$ cat config.mk
export PLATFORM = sky130hd
export DESIGN_NAME = time_counter
export DESIGN_NICKNAME = d
export VERILOG_FILES = /design/src/rtl/time_counter.sv
export SDC_FILE = /design/constraint.sdc
export NUM_CORES = 1
export LEC_CHECK = 0
export ABC_AREA = 1
export CAP_MARGIN = 40
export CORE_ASPECT_RATIO = 0.7
export CORE_MARGIN = 1.5
export CORE_UTILIZATION = 45
export CTS_CLUSTER_DIAMETER = 150
export DETAILED_ROUTE_END_ITERATION = 10
export PLACE_DENSITY = 0.75
export SETUP_SLACK_MARGIN = 0.4
export SLEW_MARGIN = 20
export SYNTH_ARGS = -nofsm -noshare
export SYNTH_HDL_FRONTEND = slang
export SYNTH_SLANG_ARGS = --single-unit
$ cat constraint.sdc
create_clock -name clk -period 1.6 [get_ports clk]
set_input_delay 0.32 -clock clk [delete_from_list [all_inputs] [get_ports clk]]
set_output_delay 0.32 -clock clk [all_outputs]
set_load 0.005 [all_outputs]
$ cat src/rtl/time_counter.sv
// Time-of-day counter: turns each rising edge of the divided tick into a
// seconds strobe and keeps hh:mm:ss as packed BCD, with a manual adjust mode.
module time_counter #(
  parameter int unsigned HOUR_MOD = 24
) (
  input  logic       clk,
  input  logic       rst,
  input  logic       tick,
  input  logic       run_en,
  input  logic       adj_en,
  input  logic       inc_min,
  input  logic       inc_hour,
  input  logic       clr_sec,
  output logic [3:0] sec_o,
  output logic [3:0] sec_t,
  output logic [3:0] min_o,
  output logic [3:0] min_t,
  output logic [3:0] hr_o,
  output logic [3:0] hr_t,
  output logic       sec_pulse,
  output logic       day_wrap
);

  localparam int unsigned HrLast = HOUR_MOD - 1;
  localparam logic [7:0] HrLastBcd = {4'(HrLast / 10), 4'(HrLast % 10)};

  // {tens, ones} BCD pair counting 00..59
  function automatic logic [7:0] inc_mod60(input logic [7:0] v);
    if (v[3:0] == 4'd9) begin
      if (v[7:4] == 4'd5) return 8'h00;
      else                return {v[7:4] + 4'd1, 4'd0};
    end
    return {v[7:4], v[3:0] + 4'd1};
  endfunction

  // {tens, ones} BCD pair counting 00..HOUR_MOD-1
  function automatic logic [7:0] inc_hr(input logic [7:0] v);
    if (v == HrLastBcd)  return 8'h00;
    if (v[3:0] == 4'd9)  return {v[7:4] + 4'd1, 4'd0};
    return {v[7:4], v[3:0] + 4'd1};
  endfunction

  logic [7:0] r_sec, r_min, r_hr;
  logic       r_tick_d, r_primed, r_sec_pulse, r_day_wrap;

  logic [7:0] w_sec_d, w_min_d, w_hr_d;
  logic       w_edge, w_count, w_wrap_d;

  // primed masks the first cycle after reset so a tick already high is not an edge
  assign w_edge  = tick & ~r_tick_d & r_primed;
  assign w_count = w_edge & run_en & ~adj_en;

  // Next-state time: counting with full carry chain, or independent adjust actions
  always_comb begin
    w_sec_d  = r_sec;
    w_min_d  = r_min;
    w_hr_d   = r_hr;
    w_wrap_d = 1'b0;
    if (w_count) begin
      w_sec_d = inc_mod60(r_sec);
      if (r_sec == 8'h59) begin
        w_min_d = inc_mod60(r_min);
        if (r_min == 8'h59) begin
          w_hr_d   = inc_hr(r_hr);
          w_wrap_d = (r_hr == HrLastBcd);
        end
      end
    end else if (adj_en) begin
      if (clr_sec)  w_sec_d = 8'h00;
      if (inc_min)  w_min_d = inc_mod60(r_min);
      if (inc_hour) w_hr_d  = inc_hr(r_hr);
    end
  end

  // State and registered strobes, cleared asynchronously by reset
  always_ff @(posedge clk or negedge rst) begin
    if (!rst) begin
      r_sec       <= 8'h00;
      r_min       <= 8'h00;
      r_hr        <= 8'h00;
      r_tick_d    <= 1'b0;
      r_primed    <= 1'b0;
      r_sec_pulse <= 1'b0;
      r_day_wrap  <= 1'b0;
    end else begin
      r_sec       <= w_sec_d;
      r_min       <= w_min_d;
      r_hr        <= w_hr_d;
      r_tick_d    <= tick;
      r_primed    <= 1'b1;
      r_sec_pulse <= w_count;
      r_day_wrap  <= w_wrap_d;
    end
  end

  assign sec_o     = r_sec[3:0];
  assign sec_t     = r_sec[7:4];
  assign min_o     = r_min[3:0];
  assign min_t     = r_min[7:4];
  assign hr_o      = r_hr[3:0];
  assign hr_t      = r_hr[7:4];
  assign sec_pulse = r_sec_pulse;
  assign day_wrap  = r_day_wrap;

endmodule

Yosys cells after proc, flatten, opt, wreduce, memory -nomap -nowiden
Index checks and enable logic that the tools add are counted.
{ "classes": {"n_addsub": 6, "mul": 0, "n_div": 0, "magnitude_cmp": 0, "eq_ne": 13, "n_shift": 0, "n_mux": 52, "bitwise": 6, "n_reduce_logical": 12} }
{ "op_table": {"columns": ["operator", "count"], "rows": [
  ["2-to-1 mux 8 bit", 25],
  ["2-to-1 mux 1 bit", 27],
  ["adder 4 x 1 -> 4 bit (second input constant)", 6],
  ["equality test 8 x 7 -> 1 bit (second input constant)", 2],
  ["equality test 4 bit (second input constant)", 3],
  ["nonzero test 2 bit", 5],
  ["equality test 4 x 3 -> 1 bit (second input constant)", 2],
  ["equality test 8 x 6 -> 1 bit (second input constant)", 1],
  ["inequality test 2 x 1 -> 1 bit (second input constant)", 4],
  ["AND reduction 3 bit", 2],
  ["AND reduction 6 bit", 1],
  ["AND reduction 5 bit", 1],
  ["AND 1 bit", 4],
  ["AND reduction 4 bit", 1],
  ["inequality test 3 x 1 -> 1 bit (second input constant)", 1],
  ["nonzero test 3 bit", 1],
  ["inverter 1 bit", 2],
  ["AND reduction 2 bit", 1]
]} }
{ "totals": {"register_bits": 28, "latchBits": 0, "ramBits": 0, "mem_bits_ro": 0, "input_bits": 8, "elab_cells": 99, "mem_count": 0} }

Longest topological paths before layout
Gate-level depths: netlist of the first run.
{ "depth": {"ltp_word": 15, "mapped_depth": 10, "ltp_nobuf": 10} }

Least setup slack after synthesis of the first run
OpenSTA, ideal clock, no wires.
{ "synth_timing": {"kind": "register to register", "startpoint": "reg r_sec[1]", "endpoint": "reg r_min[4]", "setup_time_ns": 0.123, "t_arrival_ns": 1.237, "setup_slack_ns": 0.240, "stages_incl_launch_ff": 10, "path_buffers": 0, "synth_period_minus_slack_ns": 1.360, "cell_sequence": "dfrtp_1 inv_1 ha_1 nand3_1 nor2_1 nand2_2 nand2_4 nand2_4 nand2_1 o21ai_2"} }
{ "synth_between": {"elab_chain_cells": 3} }
{ "synth_rtl": {"columns": ["element", "line", "rtl"], "rows": [
  ["from (decl)", "43", "logic [7:0] r_sec, r_min, r_hr;"],
  ["from (signal assigned)", "86", "r_sec <= w_sec_d;"],
  ["equality test 8 x 7 -> 1 bit", "61", "if (r_sec == 8'h59) begin"],
  ["inequality test 2 x 1 -> 1 bit (no source line)", null, null],
  ["AND reduction 5 bit (no source line)", null, null],
  ["to (signal assigned)", "87", "r_min <= w_min_d;"],
  ["to (decl)", "43", null]
]} }
No other way between the ends.
A chain may end at the register's enable or synchronous reset.

Worst setup path in the final report of the first run
{ "layout_timing": {"startpoint": "reg r_sec[5]", "endpoint": "reg r_min[7]"} }
The elaborated chain is that of the path after synthesis.

==> results of run 1 <==
-- registers in the layout (all words and copies together) (netlist names) --
name       count
r_tick_d       1
r_min          8
day_wrap       1
r_primed       1
r_hr           8
r_sec          8
sec_pulse      1
-- cells by family (layout without fill, tap and decap cells) --
family                     Yosys count  count (layout)
AOI/OAI and AO/OA                   20              20
and+or+nand+nor                     95              96
buffers and inverters               24             116
other                                1               1
xor gates and xnor gates            10              10
adders and majority gates           10              10
DFF                                 28              28
-- metrics by stage --
step           worst slack [ns]  TNS (ns)  cell area (µm²)  cells
2_1_floorplan             0.240         0             1580    188
5_1_grt                 -0.0680    -0.278             2680    328
6_report                 0.0391         0             2680    328
3_3_place_gp             -0.142     -1.84             2070    282
3_5_place_dp             -0.199     -3.10             2070    282
4_1_cts                   0.130         0             2500    318
-- worst max path at each step --
| stage | endpoint | slack, ns | cells after the start |
|---|---|---|---|
| finish | r_min[7]$_DFFE_PN0P_ | 0.04 | 9 |
| global route | r_min[7]$_DFFE_PN0P_ | -0.07 | 9 |
| CTS | r_hr[6]$_DFFE_PN0P_ | 0.13 | 9 |
| detailed placement | r_hr[6]$_DFFE_PN0P_ | -0.20 | 8 |
| global placement | r_sec[6]$_DFFE_PN0P_ | -0.14 | 9 |
| floorplan | r_min[4]$_DFFE_PN0P_ | 0.24 | 9 |
-- layout by cell type (no fill, tap or decap), drive strengths merged --
cell type	Yosys	final
xor2	7	7
nor2	20	20
nand2	46	47
nand3b	1	1
buf	0	64
a21oi	1	1
nand4	2	2
conb	1	1
bufinv	0	1
xnor2	3	3
inv	24	24
ha	10	10
o211ai	1	1
nand3	24	24
o21ai	14	14
o22ai	4	4
dfrtp	28	28
clkbuf	0	16
nor3	2	2
clkdlybuf4s15	0	4
clkdlybuf4s50	0	4
dlygate4sd2	0	3
-- final cells by class --
| class | count | area share |
|---|---|---|
| multi-input cells | 137 | 0.378 |
| inverters | 24 | 0.0336 |
| clock buffers | 3 | 0.0154 |
| clock inverters | 1 | 0.0112 |
| flip-flops and latches | 28 | 0.262 |
| repair buffers | 88 | 0.277 |
| well taps | 47 | 0.0219 |
-- layer usage --
layer / track usage / part of all wire / vias up / routed length [µm]
li1: - / - / 798 / -
met1: 0.311 / 0.44 / 788 / 2110
met2: 0.414 / 0.51 / 44 / 2480
met3: 0.0500 / 0.038 / 7 / 184
met4: 0.0586 / 0.0095 / 0 / 46
met5: 0 / 0 / - / 0
-- power by group through the flow --
stage | sequential (µW) | clock, µW | combinational [µW]
6_report | 951 | 581 | 1280
5_1_grt | 968 | 615 | 1390
4_1_cts | 937 | 576 | 1140
3_5_place_dp | 980 | 0 | 874
3_3_place_gp | 979 | 0 | 858
2_1_floorplan | 1010 | 0 | 383
-- worst reg2reg max path, stage by stage (launching register included) --
cell	delay [ns]
dfrtp_1	0.43
inv_2	0.10
ha_4	0.16
nand3_2	0.11
nor2_2	0.17
nand2_2	0.12
nand2_4	0.14
nand2_4	0.09
nand2_1	0.08
nand2_1	0.06
-- timing repair --
item / in CTS / in global routing
resized for setup: 112 / 65
pin swaps: 24 / 15
endpoints found under the setup margin: 51 / 50
cloned: 1 / 0
setup buffers: 31 / 10
==> results_dict.tcl, run 1 <==
set metrics [dict create \
    synth-seq-area-share 0.443 \
    first_pass_iters 4 \
    grtUsageTotal 0.241 \
    drive_gt1_frac 0.505 \
    grt_max_degree 29 \
    maxSlewViolCount 0 \
    synth_warnings 0 \
    synth_commonest_cells "42 x nand2_1, 28 x dfrtp_1, 24 x inv_1" \
    grt_pass1_wl_mm 7.00 \
    cts_tree "done" \
    pwr-share-comb 0.455 \
    grt_pass1_vias 1539 \
    synth_mux_area_frac 0 \
    leakagePower_uw 0.00136 \
    irDropWorstVdd_v 0.000782 \
    hold_depth 1 \
    p_total_uw 2810 \
    swShare 0.339 \
    path_cells "inv_2, ha_4, nand3_2, nor2_2, nand2_2, nand2_4, nand2_4, nand2_1, nand2_1" \
    fin_hold_ws_ns 0.357 \
    antenna_cells 0 \
    switchingPower_uw 952 \
    rsz0062_at_grt "yes" \
    critical_path_buf_inv_count 1 \
    critical-path-top-delay-family "simple AND/OR/NAND/NOR gates" \
    hold_viol 0 \
    numPortBuffers 33 \
    crit_slowest_cell "dfrtp_1" \
    vias 1637 \
    syn_inst 188 \
    clk_pin_slew_ns 0.10 \
    die_area_mm2 0.00388 \
    die_h_um 52.6 \
    drc 0 \
    via_per_inst 4.99 \
    antenna_found_initial 0 \
    synth_area_per_cell_um2 8.41 \
    dp_hpwl_mm 2.54 \
    r2r-end "r_min[7]$_DFFE_PN0P_" \
    synth_top_family_by_area "simple AND/OR/NAND/NOR gates" \
    crit_arrival_ns 1.74 \
    clk_latency_ns 0.28 \
    wl_per_cell_um 14.7 \
    cts_root_buffer "clkbuf_8" \
    synthSimpleGateAreaFrac 0.287 \
    holdCritPathClass "in -> reg" \
    drtIter0Drc 91 \
    multi_input_area_mm2 0.00101 \
    finalNetCount 300 \
    synth-seq-cells 28 \
    coreArea_mm2 0.00325 \
    cts-buffers-inserted 3 \
    p_seq_frac 0.339 \
    cp-startpoint "r_sec[5]$_DFFE_PN0P_" \
    initial_utilization 0.486 \
    skew_ns 0.00370 \
    min_from "tick" \
    worst-path-max-fanout 5 \
    reg2reg_depth 9 \
    fin_crit_sh 0.976 \
    worstHoldEndpoint "r_tick_d$_DFF_PN0_" \
    io_pins 34 \
    crit_type "reg -> reg" \
    cts_sinks 28 \
    die_w_um 73.8 \
    synthTopCellsByArea "dfrtp_1 44%, nand2_1 10%, ha_1 7.9%" \
    powerDensity_mw_per_mm2 1050 \
    synth_top_area_share 0.443 \
    ys.flop_type "dfrtp_1" \
    syn_nets 206 \
    clock.fmax_mhz 641 \
    drv_cap 0 \
    synth_top_area_cell "dfrtp_1" \
    ant_nets 0 \
    syn_to_final_growth_pct 69.8 \
    synth.most_common_cell "nand2_1" \
    clockPowerShare 0.207 \
    netlist_area_mm2 0.00158 \
    synth_edf_count 0 \
    ff_latch_area_um2 704 \
    crit_path_end_kind "flop" \
    cts_max_level 1 \
    slowest_delay_ns 0.43 \
    synth-xor-area-share 0.0554 \
    synthAdderAreaFrac 0.0792 \
    worstPathRequired_ns 1.78 \
    clockBufferDepth 2 \
    setup_viol 0 \
    final.fill_count 179 \
    rr_startpoint "r_sec[5]$_DFFE_PN0P_" \
    r2r_slack_ns 0.04 \
    start_kind "flop" \
    gp_congestion 0.764 \
    p_int_uw 1860 \
    synthArstFlopShare 1.00 \
    synth.distinct_cells 24 \
    overflow 0 \
    synth_compound_area_frac 0.0752 \
    status "finished clean" \
    holdBufCountCts 0 \
    finish.utilization 0.825 \
    num_rows 17 \
    drt_wl_total_mm 4.82 \
    layout_min_cycle_time_ns 1.56 \
]
(Power assumes the default switching activity.)
==> inputs of run 2 (changes only) <==
Settings changed: PLACE_DENSITY 0.75 to 0.82.
==> run 2 against run 1 <==
The flow now finishes with violations (setup timing). Non-clock buffer count is 6 higher. Critical path depth grew 3. Sequential cell count stayed put. Critical path type unchanged.
==> results_dict.tcl, run 2 (same netlist as run 1, synthesis figures left out) <==
set metrics [dict create \
    status "complete, but fails checks" \
    violations "setup timing" \
    path_cells "buf_6, ha_4, nand2_4, nor2_4, buf_4, buf_6, buf_6, nand2_4, nand2_4, inv_2, nand2_1, o21ai_0" \
    via_per_inst 5.90 \
    maxSlewViolCount 0 \
    die_w_um 73.8 \
    clockBufferDepth 2 \
    crit_slowest_cell "dfrtp_1" \
    hold_viol 0 \
    finish.utilization 0.882 \
    layout_min_cycle_time_ns 1.67 \
    first_pass_iters 5 \
    setup_ws_ns -0.0690 \
    holdCritPathClass "in -> reg" \
    reg2reg_depth 12 \
    vias 1970 \
    grtUsageTotal 0.290 \
    rsz0062_at_grt "yes" \
    ant_nets 0 \
    cts-buffers-inserted 3 \
    final_cell_mix "37 x buf_4, 34 x buf_6, 25 x nand2_1, 25 x dfrtp_1, 18 x inv_1" \
    drive_gt1_frac 0.561 \
    slowest_delay_ns 0.43 \
    overflow 0 \
    drtIter0Drc 208 \
    fin_crit_sh 1.04 \
    antenna_cells 0 \
    powerDensity_mw_per_mm2 1050 \
    critical-path-top-delay-family "buffers and inverters" \
    syn_to_final_growth_pct 81.6 \
    crit_type "reg -> reg" \
    largestRegisters "r_hr: 8 flops, r_min: 8 flops, r_sec: 8 flops" \
    p_total_uw 3020 \
    design_area_mm2 0.00287 \
    cts_sinks 28 \
    drv_cap 0 \
    die_area_mm2 0.00388 \
    placed_cell_area_mm2 0.00206 \
    crit_arrival_ns 1.86 \
    initial_utilization 0.486 \
    grt_pass1_vias 1681 \
    post-place-cells 280 \
    critical_path_buf_inv_count 5 \
    r2r_slack_ns -0.07 \
    stdcell_count 334 \
    leakagePower_uw 0.00145 \
    grt_pass1_wl_mm 8.22 \
    ff_latch_area_um2 704 \
    io_pins 34 \
    cts_root_buffer "clkbuf_8" \
    holdBufCountCts 0 \
    final.setup.tns_ns -0.353 \
    worstPathRequired_ns 1.80 \
    drt_wl_total_mm 6.89 \
    start_kind "flop" \
    drc 0 \
    num_rows 17 \
    final.fill_count 155 \
    min_from "tick" \
    multi_input_area_mm2 0.00115 \
    dp_hpwl_mm 2.59 \
    cts_max_level 1 \
    clock.fmax_mhz 599 \
    finalNetCount 306 \
    worst-path-max-fanout 3 \
    die_h_um 52.6 \
    setup_viol 12 \
    clk_pin_slew_ns 0.10 \
    layout_commonest_cell "buf_4" \
    irDropWorstVdd_v 0.000913 \
    antenna_found_initial 0 \
    grt_max_degree 29 \
    r2r-end "r_sec[4]$_DFFE_PN0P_" \
    cts_tree "done" \
    hold_depth 1 \
    worstHoldEndpoint "r_tick_d$_DFF_PN0_" \
    skew_ns 0.00909 \
    rr_startpoint "r_sec[0]$_DFFE_PN0P_" \
    clk_latency_ns 0.29 \
    crit_path_end_kind "flop" \
    coreArea_mm2 0.00325 \
    gp_congestion 0.808 \
    numPortBuffers 33 \
    wl_per_cell_um 20.6 \
]
run 2: cell count changes in the layout (fill, tap and decap cells not counted), moves of 3 or more:
cell,previous run,this run
clkbuf_2,13,9
clkdlybuf4s15_1,4,0
buf_6,26,34
o21ai_1,7,3
nand2_8,0,4
nand2_2,14,11
nand3_1,15,11
buf_2,2,5
o21ai_2,4,7
nor2_4,5,8
run 2: per-stage QoR:
stage	worst slack, ns	hold slack (ns)
floorplan	0.240	0.0244
global placement	-0.145	0.539
detailed placement	-0.190	0.540
CTS	0.123	0.338
global route	-0.118	0.344
finish	-0.0690	0.349
run 2: area by class of cell:
class,count,share of cell area
multi-input combinational,137,0.399
tap,47,0.0205
timing repair buffer,94,0.284
sequential,28,0.246
clock buffer,4,0.0192
inverter,24,0.0314
run 2: report_power, final:
group | internal (µW) | switching [µW] | total [µW]
clock | 222 | 244 | 465
sequential | 841 | 105 | 946
combinational | 806 | 802 | 1610
run 2: repair_timing:
action                                 CTS  global route
setup endpoints to repair               51            46
gates cloned                             1             0
endpoints found under the hold margin    0             0
setup buffers                           41             8
resized for setup                      135            78
pin swaps                               23            21
run 2: worst max-delay path by stage:
stage                                     from                    to  slack [ns]  depth (start not counted)
after floorplan           r_sec[1]$_DFFE_PN0P_  r_min[4]$_DFFE_PN0P_        0.24                          9
after global placement                  run_en  r_min[5]$_DFFE_PN0P_       -0.15                          8
after global routing       r_hr[4]$_DFFE_PN0P_   r_hr[7]$_DFFE_PN0P_       -0.12                          9
after CTS                 r_sec[1]$_DFFE_PN0P_   r_hr[5]$_DFFE_PN0P_        0.12                         10
final                     r_sec[0]$_DFFE_PN0P_  r_sec[4]$_DFFE_PN0P_       -0.07                         12
after detailed placement                  tick   r_hr[2]$_DFFE_PN0P_       -0.19                          8
run 2: routing by layer:
metal / track usage / vias up / routed length [µm]
li1: - / 806 / -
met1: 0.351 / 935 / 2600
met5: 0 / - / 0
met2: 0.498 / 176 / 3100
met4: 0.105 / 0 / 457
met3: 0.0769 / 53 / 735
run 2: worst reg2reg max path, cell delays in order, from the launching register on:
cell and delay [ns]:
dfrtp_1 0.43, buf_6 0.14, ha_4 0.17, nand2_4 0.08, nor2_4 0.04, buf_4 0.13
buf_6 0.10, buf_6 0.12, nand2_4 0.07, nand2_4 0.06, inv_2 0.07, nand2_1 0.06
o21ai_0 0.10
==> inputs of run 3 (changes only) <==
Settings changed: CORE_UTILIZATION 45 to 35, PLACE_DENSITY 0.82 to 0.71.
Clock period 1.6 ns to 1.51 ns, I/O delays scaled along.
==> run 3 against run 2 <==
The run still ends with setup timing left. Count of clock-buffer cells in the layout shrank 1. Sequential share of layout area grew 0.16 points. Register-to-register slack is essentially flat. Critical path type unchanged.
==> results_dict.tcl, run 3 (same netlist as run 1, synthesis figures left out) <==
set metrics [dict create \
    worstHoldEndpoint "r_tick_d$_DFF_PN0_" \
    crit_path_end_kind "flop" \
    first_pass_iters 4 \
    swShare 0.329 \
    setup_viol 6 \
    cts_sinks 28 \
    min_from "tick" \
    layout_commonest_cell "buf_4" \
    coreArea_mm2 0.00433 \
    pre_cts_ws_ns -0.297 \
    grt_pass1_wl_mm 7.91 \
    die_h_um 59.2 \
    switchingPower_uw 1010 \
    grt_pass1_vias 1663 \
    final_cell_mix "42 x buf_4, 30 x buf_6, 26 x nand2_1, 25 x dfrtp_1, 18 x inv_1" \
    fin_crit_sh 1.04 \
    num_rows 20 \
    die_w_um 83.3 \
    pwr-share-comb 0.475 \
    hold_viol 0 \
    crit_slowest_cell "dfrtp_1" \
    cts_root_buffer "clkbuf_8" \
    p_seq_frac 0.328 \
    numPortBuffers 33 \
    drt_wl_total_mm 5.31 \
    rr_startpoint "r_sec[0]$_DFFE_PN0P_" \
    clock.fmax_mhz 639 \
    hold_depth 1 \
    antenna_cells 0 \
    p_total_uw 3070 \
    skew_ns 0.00312 \
    cts_max_level 1 \
    wl_per_cell_um 15.4 \
    setup_ws_ns -0.0541 \
    finalNetCount 309 \
    io_pins 34 \
    status "complete, but fails checks" \
    final.setup.tns_ns -0.113 \
    r2r-end "r_sec[6]$_DFFE_PN0P_" \
    powerDensity_mw_per_mm2 1080 \
    path_cells "buf_6, ha_4, nand2_4, nor2_4, buf_4, buf_6, nand2_2, nand2_4, inv_2, nand2_1, o21ai_2" \
    start_kind "flop" \
    die_area_mm2 0.00493 \
    slowest_delay_ns 0.40 \
    antenna_found_initial 0 \
    vias 1732 \
    ant_nets 0 \
    via_per_inst 5.02 \
    leakagePower_uw 0.00144 \
    cts_tree "done" \
    clk_latency_ns 0.28 \
    violations "setup timing" \
    design_area_mm2 0.00285 \
    reg2reg_depth 11 \
    r2r_slack_ns -0.05 \
    cts-buffers-inserted 3 \
    grtUsageTotal 0.205 \
    drtIter0Drc 77 \
    drv_cap 0 \
    clk_pin_slew_ns 0.10 \
    worst-path-max-fanout 3 \
    irDropWorstVdd_v 0.000627 \
    dp_hpwl_mm 2.63 \
    clockBufferDepth 2 \
    crit_type "reg -> reg" \
    maxSlewViolCount 0 \
    placed_cell_area_mm2 0.00210 \
    overflow 0 \
    layout_min_cycle_time_ns 1.56 \
    crit_arrival_ns 1.73 \
    initial_utilization 0.365 \
    drc 0 \
    worstPathRequired_ns 1.68 \
    grt_max_degree 29 \
    gp_congestion 0.789 \
    holdCritPathClass "in -> reg" \
    rsz0062_at_grt "yes" \
    clockPowerShare 0.197 \
    drive_gt1_frac 0.552 \
    syn_to_final_growth_pct 80.4 \
    largestRegisters "r_hr: 8 flops, r_min: 8 flops, r_sec: 8 flops" \
    p_int_uw 2060 \
]
[run 3: cell count changes in the layout (fill, tap and decap cells not counted), moves of 3 or more]
cell | previous run | this run
nand3_2 | 10 | 6
nor2_1 | 8 | 12
buf_6 | 34 | 30
nand3_1 | 11 | 14
nand2_8 | 4 | 0
buf_2 | 5 | 11
buf_4 | 37 | 42
clkbuf_2 | 9 | 6
[run 3: cell type report]
type                    count  area, µm²
repair buffers             97        816
clock inverters             1       30.0
flip-flops and latches     28        704
well taps                  55       68.8
clock buffers               3       41.3
multi-input cells         137       1100
inverters                  24       90.1
fillers                   343       1480
[run 3: routing by layer]
metal | wire length, µm | vias up | track usage | share of wire
met2 | 2760 | 81 | 0.358 | 0.52
met3 | 309 | 10 | 0.0460 | 0.058
li1 | - | 814 | - | -
met4 | 82 | 0 | 0.0690 | 0.015
met1 | 2160 | 827 | 0.258 | 0.41
met5 | 0 | - | 0 | 0
[run 3: timing repair]
item | CTS | global route
endpoints found under the setup margin | 51 | 50
gates resized for setup | 144 | 63
gates cloned | 1 | 0
pin swaps | 25 | 24
setup buffers | 38 | 10
hold buffers | 0 | 0
[run 3: worst max-delay path: cells and delay by family (launching register included)]
family / cells / cell delay [ns]
buffers and inverters: 4 / 0.40
and+or+nand+nor: 5 / 0.44
AOI/OAI and AO/OA: 1 / 0.08
DFF: 1 / 0.40
adders and majority gates: 1 / 0.14
[run 3: through the flow]
step           instances  hold slack, ns   util
2_1_floorplan        188         0.00641      -
3_3_place_gp         292           0.535  0.485
5_1_grt              345           0.354  0.658
4_1_cts              335           0.348  0.598
3_5_place_dp         292           0.554  0.485
6_report             345           0.357  0.658
[run 3: worst max path at each step]
stage,start,end,slack [ns],cells after the start
after floorplan,r_sec[1]$_DFFE_PN0P_,r_min[4]$_DFFE_PN0P_,0.15,9
after CTS,r_min[4]$_DFFE_PN0P_,r_hr[6]$_DFFE_PN0P_,0.03,10
after global placement,run_en,r_sec[6]$_DFFE_PN0P_,-0.26,9
after detailed placement,run_en,r_sec[6]$_DFFE_PN0P_,-0.30,9
final,r_sec[0]$_DFFE_PN0P_,r_sec[6]$_DFFE_PN0P_,-0.05,11
after global routing,r_sec[4]$_DFFE_PN0P_,r_hr[1]$_DFFE_PN0P_,-0.11,10
[run 3: power by group through the flow]
| stage | Clock, µW | Combinational (µW) | Sequential [µW] |
|---|---|---|---|
| 3_5_place_dp | 0 | 933 | 1050 |
| 3_3_place_gp | 0 | 912 | 1050 |
| 4_1_cts | 615 | 1250 | 999 |
| 2_1_floorplan | 0 | 406 | 1070 |
| 5_1_grt | 642 | 1610 | 1030 |
| 6_report | 604 | 1460 | 1010 |
